`src/rtl/el2_bp_hash_ghr_pipe.sv`:
```
// Branch-predictor index/tag hash with speculative and committed GHR.
// One-cycle registered lookup result carries the GHR snapshot for repair.
module el2_bp_hash_ghr_pipe #(
  parameter int ADDR_LO   = 2,
  parameter int ADDR_W    = 8,
  parameter int NUM_FOLDS = 3,
  parameter int TAG_W     = 5,
  parameter int TAG_FOLDS = 2,
  parameter int GHR_SIZE  = 8
) (
  input  logic                clk,
  input  logic                rst,
  input  logic                lookup_valid,
  input  logic [31:1]         lookup_pc,
  input  logic                lookup_stall,
  input  logic                pred_valid,
  input  logic                pred_taken,
  input  logic                commit_valid,
  input  logic                commit_taken,
  input  logic                mispred_valid,
  input  logic [GHR_SIZE-1:0] mispred_ghr,
  input  logic                mispred_taken,
  input  logic                flush_valid,
  output logic                idx_valid,
  output logic [ADDR_W-1:0]   idx,
  output logic [TAG_W-1:0]    tag,
  output logic [GHR_SIZE-1:0] ghr_snap,
  output logic [GHR_SIZE-1:0] sghr_o,
  output logic [GHR_SIZE-1:0] cghr_o
);

  if (ADDR_LO + NUM_FOLDS*ADDR_W > 32 ||
      ADDR_LO + ADDR_W + TAG_FOLDS*TAG_W > 32) begin : g_chk
    $error("el2_bp_hash_ghr_pipe: fold fields exceed PC width");
  end

  logic [31:0]         pc;
  logic [ADDR_W-1:0]   pc_fold;
  logic [ADDR_W-1:0]   ghr_fold;
  logic [2*ADDR_W-1:0] ghr_ext;
  logic [TAG_W-1:0]    tag_d;
  logic [ADDR_W-1:0]   idx_d;

  logic                vld_q;
  logic [ADDR_W-1:0]   idx_q;
  logic [TAG_W-1:0]    tag_q;
  logic [GHR_SIZE-1:0] snap_q;
  logic [GHR_SIZE-1:0] sghr_q, sghr_d;
  logic [GHR_SIZE-1:0] cghr_q, cghr_d;

  // Shift one direction bit in at the LSB; works for GHR_SIZE == 1.
  function automatic logic [GHR_SIZE-1:0] shl(
    input logic [GHR_SIZE-1:0] h,
    input logic                b
  );
    logic [GHR_SIZE:0] t;
    t = {h, b};
    return t[GHR_SIZE-1:0];
  endfunction

  assign pc = {lookup_pc, 1'b0};

  always_comb begin
    pc_fold = '0;
    for (int k = 0; k < NUM_FOLDS; k++)
      pc_fold = pc_fold ^ pc[ADDR_LO+k*ADDR_W +: ADDR_W];
    tag_d = '0;
    for (int k = 0; k < TAG_FOLDS; k++)
      tag_d = tag_d ^ pc[ADDR_LO+ADDR_W+k*TAG_W +: TAG_W];
  end

  always_comb begin
    ghr_ext = '0;
    ghr_ext[GHR_SIZE-1:0] = sghr_q;
  end

  assign ghr_fold = ghr_ext[ADDR_W-1:0] ^ ghr_ext[2*ADDR_W-1:ADDR_W];
  assign idx_d    = pc_fold ^ ghr_fold;

  always_comb begin
    cghr_d = cghr_q;
    if (commit_valid)
      cghr_d = shl(cghr_q, commit_taken);
  end

  always_comb begin
    sghr_d = sghr_q;
    if (mispred_valid)
      sghr_d = shl(mispred_ghr, mispred_taken);
    else if (flush_valid)
      sghr_d = cghr_d;
    else if (pred_valid)
      sghr_d = shl(sghr_q, pred_taken);
  end

  always_ff @(posedge clk or posedge rst) begin
    if (rst) begin
      sghr_q <= '0;
      cghr_q <= '0;
    end else begin
      sghr_q <= sghr_d;
      cghr_q <= cghr_d;
    end
  end

  always_ff @(posedge clk or posedge rst) begin
    if (rst) begin
      vld_q  <= 1'b0;
      idx_q  <= '0;
      tag_q  <= '0;
      snap_q <= '0;
    end else begin
      if (mispred_valid || flush_valid)
        vld_q <= 1'b0;
      else if (!lookup_stall)
        vld_q <= lookup_valid;
      if (!lookup_stall && lookup_valid) begin
        idx_q  <= idx_d;
        tag_q  <= tag_d;
        snap_q <= sghr_q;
      end
    end
  end

  assign idx_valid = vld_q;
  assign idx       = idx_q;
  assign tag       = tag_q;
  assign ghr_snap  = snap_q;
  assign sghr_o    = sghr_q;
  assign cghr_o    = cghr_q;

endmodule

```
`config.mk`:
```
export PLATFORM = sky130hd
export DESIGN_NAME = el2_bp_hash_ghr_pipe
export DESIGN_NICKNAME = d
export VERILOG_FILES = /design/src/rtl/el2_bp_hash_ghr_pipe.sv
export SDC_FILE = /design/constraint.sdc
export NUM_CORES = 1
export LEC_CHECK = 0
export CAP_MARGIN = 20
export CORE_MARGIN = 3
export CORE_UTILIZATION = 42
export CTS_BUF_LIST = sky130_fd_sc_hd__clkbuf_4 sky130_fd_sc_hd__clkbuf_8
export CTS_CLUSTER_SIZE = 30
export DETAILED_ROUTE_END_ITERATION = 6
export PLACE_DENSITY = 0.94
export SLEW_MARGIN = 15
export SYNTH_ARGS = -nofsm -noshare
export SYNTH_HDL_FRONTEND = slang
export SYNTH_SLANG_ARGS = --single-unit
```
`constraint.sdc`:
```
create_clock -name clk -period 1.8 [get_ports clk]
set_clock_uncertainty 0.2 [all_clocks]
set_input_delay 0.36 -clock clk [delete_from_list [all_inputs] [get_ports clk]]
set_output_delay 0.36 -clock clk [all_outputs]
set_load 0.05 [all_outputs]
```
==> results by stage <==
Clock network:
- The number of buffers between clock root and the deepest sink is 2.
- The TritonCTS clock tree is done.
- The number of clock sinks is 38.
- Buffers inserted to repair hold after CTS numbered 0.
- The clock latency at the later pin of the worst-skew pair is 0.29 ns.
- The clock tree root buffer cell is sky130_fd_sc_hd__clkbuf_8.
- The deepest level of the CTS H-tree is 2.
- The buffers inserted during post-CTS setup optimization is 0.
- In this run, CTS created clock tree buffers numbering 5.
- After clock tree synthesis, the clock-pin slew on the worst setup and hold paths is 0.07 ns.
- The post-cts resize count is 0.

STA:
- The final critical path time including I/O delays and setup is 1.566 ns.
- The final worst-path cycle share is 0.8702.
- The relative slew slack is 0.7953.
- Hold is met by 0.2223 ns.
- At the pin with the least slew margin, the transition time is 0.3070 ns.
- The number of hold-slack violations in the final timing report is 0.
- The count of final max-slew check failures is 0.
- Setup violations remaining at the end of the flow were counted as 0.
- The peak clock frequency supported by timing is 0.6384 GHz.
- The worst setup slack after layout is 0.2337 ns.
- Adding up every negative setup slack in the final design gives 0 ns.
- Setup repair after global routing left no endpoint under its margin.

Route:
- Once detail routing completed, the nets flagged for antenna violations numbered 0.
- The number of iterations in the first detailed-routing pass is 4.
- After detailed routing, the number of remaining DRC violations is 0.
- The routed design has 4708 um of wire.
- In the final routed layout, each cell accounts on average for 16.18 um.
- The count of vias placed by the detailed router is 1434.
- The first routing iteration left 49 violations.
- In the routed layout, each cell is associated on average with a via count of 4.928.

Floorplan:
- The initial cell density of the core is 0.4463.
- The area of the core is 4115 um^2.
- The die covers 5203 um^2.
- The height of the chip is 72.13 um.
- The floorplan has 23 rows.
- The number of ports placed on the die boundary is 88.
- The floorplan step set the die width to 72.13 um.

Yosys:
- After synthesis the cells add up to 1837 um^2.
- Each instance of the synthesized netlist takes up on average 12.00 um^2.
- The post-synthesis net count is 203.
- After synthesis, the largest family of logic cells by area is multiplexers.
- The portion of synthesized area spent on multiplexers is 0.1969.
- Of the total synthesized cell area, the portion taken by AND, OR, NAND and NOR gates is 0.05245.
- The synthesized design contains 0 enable-type register cells.
- Among all flip-flop cells after synthesis, the most frequent one is sky130_fd_sc_hd__dfrtp_1.
- In this run, synthesis produced a sequential element count of 38.
- Of the total synthesized cell area, the portion taken by XOR and XNOR cells is 0.1383.
- Of the post-synthesis cell area, the dominant cell type holds 0.5177.
- Of the total synthesized cell area, the portion taken by full adders, half adders and majority gates is 0.
- The area fraction in compound gates after synthesis is 0.06131.
- Ranked by total cell area, the synthesized netlist is headed by sky130_fd_sc_hd__dfrtp_1, sky130_fd_sc_hd__xnor2_1, sky130_fd_sc_hd__mux2_2, sky130_fd_sc_hd__nand2_1, sky130_fd_sc_hd__mux2i_1.
- Summed over all instances, the cell type with the most area after synthesis is sky130_fd_sc_hd__dfrtp_1.
- The most common cell in the synthesized netlist is sky130_fd_sc_hd__dfrtp_1.
- Sorting the synthesized cells by how often they occur yields sky130_fd_sc_hd__dfrtp_1, sky130_fd_sc_hd__xnor2_1, sky130_fd_sc_hd__nand2_1.
- The fraction of registers with async set or reset after synthesis is 1.000.
- The synthesized netlist contains 14 unique library cells.
- The number of instances in the synthesized netlist is 153.
- Of the synthesized area, sequential elements account for 0.5177.
- Yosys printed 0 warnings.

Run:
- The number of max-capacitance violations reported is 0.

Global routing:
- The via count of the first global-routing pass is 1507.
- In this run the most used layer during global routing was met2.
- The total congestion overflow is 0.
- The number of antenna violations at the first check in global routing came to 0.
- In the global route stage, met3 resource usage came out at 0.06648.
- Across every metal layer, demand over resource in global routing totals 0.1907.
- For met2 alone, demand over resource in global routing was 0.3296.
- Entering global routing, the biggest net connects 39 pins.
- The first global-routing pass estimated 7431 um of wire.
- In the global route stage, met1 resource usage came out at 0.2163.

Power:
- In this run the static leakage power is 1.366 nW.
- IR analysis of the VDD net gives a maximum drop of 573.5 uV.
- The total power per unit cell area is 1189 nW/um^2.
- After layout, the design draws a total of 3.730 mW.

Setup path:
- The data arrival time of the worst path is 1.55 ns.
- The path type of the worst setup path is primary input to flip-flop.
- STA puts the critical path data required time at 1.78 ns.
- The worst setup path is captured at a flip-flop.
- The top fanout value on the critical path is 8.
- STA classifies the critical path startpoint as a primary input.

Place:
- The worst setup timing slack at the placement stage is -0.08001 ns.
- At the end of routability-driven placement, the weighted congestion stood at 0.7435.
- The placed instance area is 3043 um^2.
- The placed instance count is 283.
- Summed over all nets, the half-perimeter wirelength after detailed placement is 3625 um.
- The count of buffers from port buffering is 79.

Final layout:
- The final cell utilization of the core is 0.7625.
- The final non-filler cell total is 291.
- Of the cells placed in the final design, the portion with a size suffix greater than 1 is 0.3320.
- The final instance area is 3138 um^2.
- The number of nets in the layout is 290.
- The layout has 267 filler cells.
- The total inserted antenna cells is 0.
- The area growth from synthesis to layout is 70.84%.

Run status:
- The flow ran to the end, and the final reports show no timing, DRC or antenna violations.

Min path:
- The min-delay analysis places its worst path in the category primary input to asynchronous set/reset pin.
state kept, by name, summed over array words and instances (netlist names):
signal,count
sghr_o,8
idx,8
idx_valid,1
tag,5
ghr_snap,8
cghr_o,8
path summary, 6_finish.rpt:
path,from,end,slack [ns],cells past startpoint
worst max-delay path,pred_valid,sghr_o[5],0.23,5
worst min-delay path,rst,idx[3],0.22,3
worst max register to register,sghr_o[3],sghr_o[3],0.49,3
worst min register to register,idx[1],idx[1],0.29,2
max in group asynchronous,rst,sghr_o[0],0.97,3
min in group clk,idx[1],idx[1],0.29,2
final cells by class:
type                    instances  area (um^2)  area share
well taps                      50        62.56     0.01994
clock buffers                   7        90.09     0.02871
repair buffers                 88         1201      0.3828
multi-input cells             106        824.5      0.2628
clock inverters                 1        5.005    0.001595
inverters                       1        3.754    0.001196
flip-flops and latches         38        950.9      0.3030
critical path: stages:
cell and delay (ns):
sky130_fd_sc_hd__clkdlybuf4s50_1 0.50, sky130_fd_sc_hd__buf_12 0.14, sky130_fd_sc_hd__mux2_2 0.33, sky130_fd_sc_hd__mux2i_1 0.14, sky130_fd_sc_hd__o21ai_1 0.08
cells by family (layout without fill, tap and decap cells):
kind of cell	after synthesis	after routing
buf+inv	9	97
flops	38	38
mux	32	32
simple gates	23	23
xor+xnor	29	29
compound gates	22	22
cell usage in the layout, fill, tap and decap left out:
| master | count |
|---|---|
| sky130_fd_sc_hd__mux2_2 | 21 |
| sky130_fd_sc_hd__clkdlybuf4s50_1 | 41 |
| sky130_fd_sc_hd__nand2b_4 | 1 |
| sky130_fd_sc_hd__clkbuf_4 | 1 |
| sky130_fd_sc_hd__clkbuf_8 | 6 |
| sky130_fd_sc_hd__clkinv_2 | 1 |
| sky130_fd_sc_hd__o21ai_0 | 13 |
| sky130_fd_sc_hd__o21ai_1 | 8 |
| sky130_fd_sc_hd__inv_1 | 1 |
| sky130_fd_sc_hd__mux2_4 | 3 |
| sky130_fd_sc_hd__buf_4 | 12 |
| sky130_fd_sc_hd__buf_12 | 35 |
| sky130_fd_sc_hd__xnor2_1 | 29 |
| sky130_fd_sc_hd__a211oi_1 | 1 |
| sky130_fd_sc_hd__mux2i_1 | 8 |
| sky130_fd_sc_hd__dfrtp_1 | 38 |
| sky130_fd_sc_hd__nand2_1 | 22 |
power by group:
part / internal (mW) / switching, mW / total [mW] / leakage [nW]
registers: 1.03 / 0.224 / 1.26 / 0.463
clock network: 0.324 / 0.300 / 0.624 / 0.0517
logic: 0.921 / 0.929 / 1.85 / 0.852
per-layer routing:
| metal | routed length (um) | part of all wire |
|---|---|---|
| met1 | 1843 | 0.39 |
| met2 | 2409 | 0.51 |
| met3 | 391 | 0.083 |
| met4 | 63 | 0.013 |
| met5 | 0 | 0 |
Power figures use the tool's default switching activity.
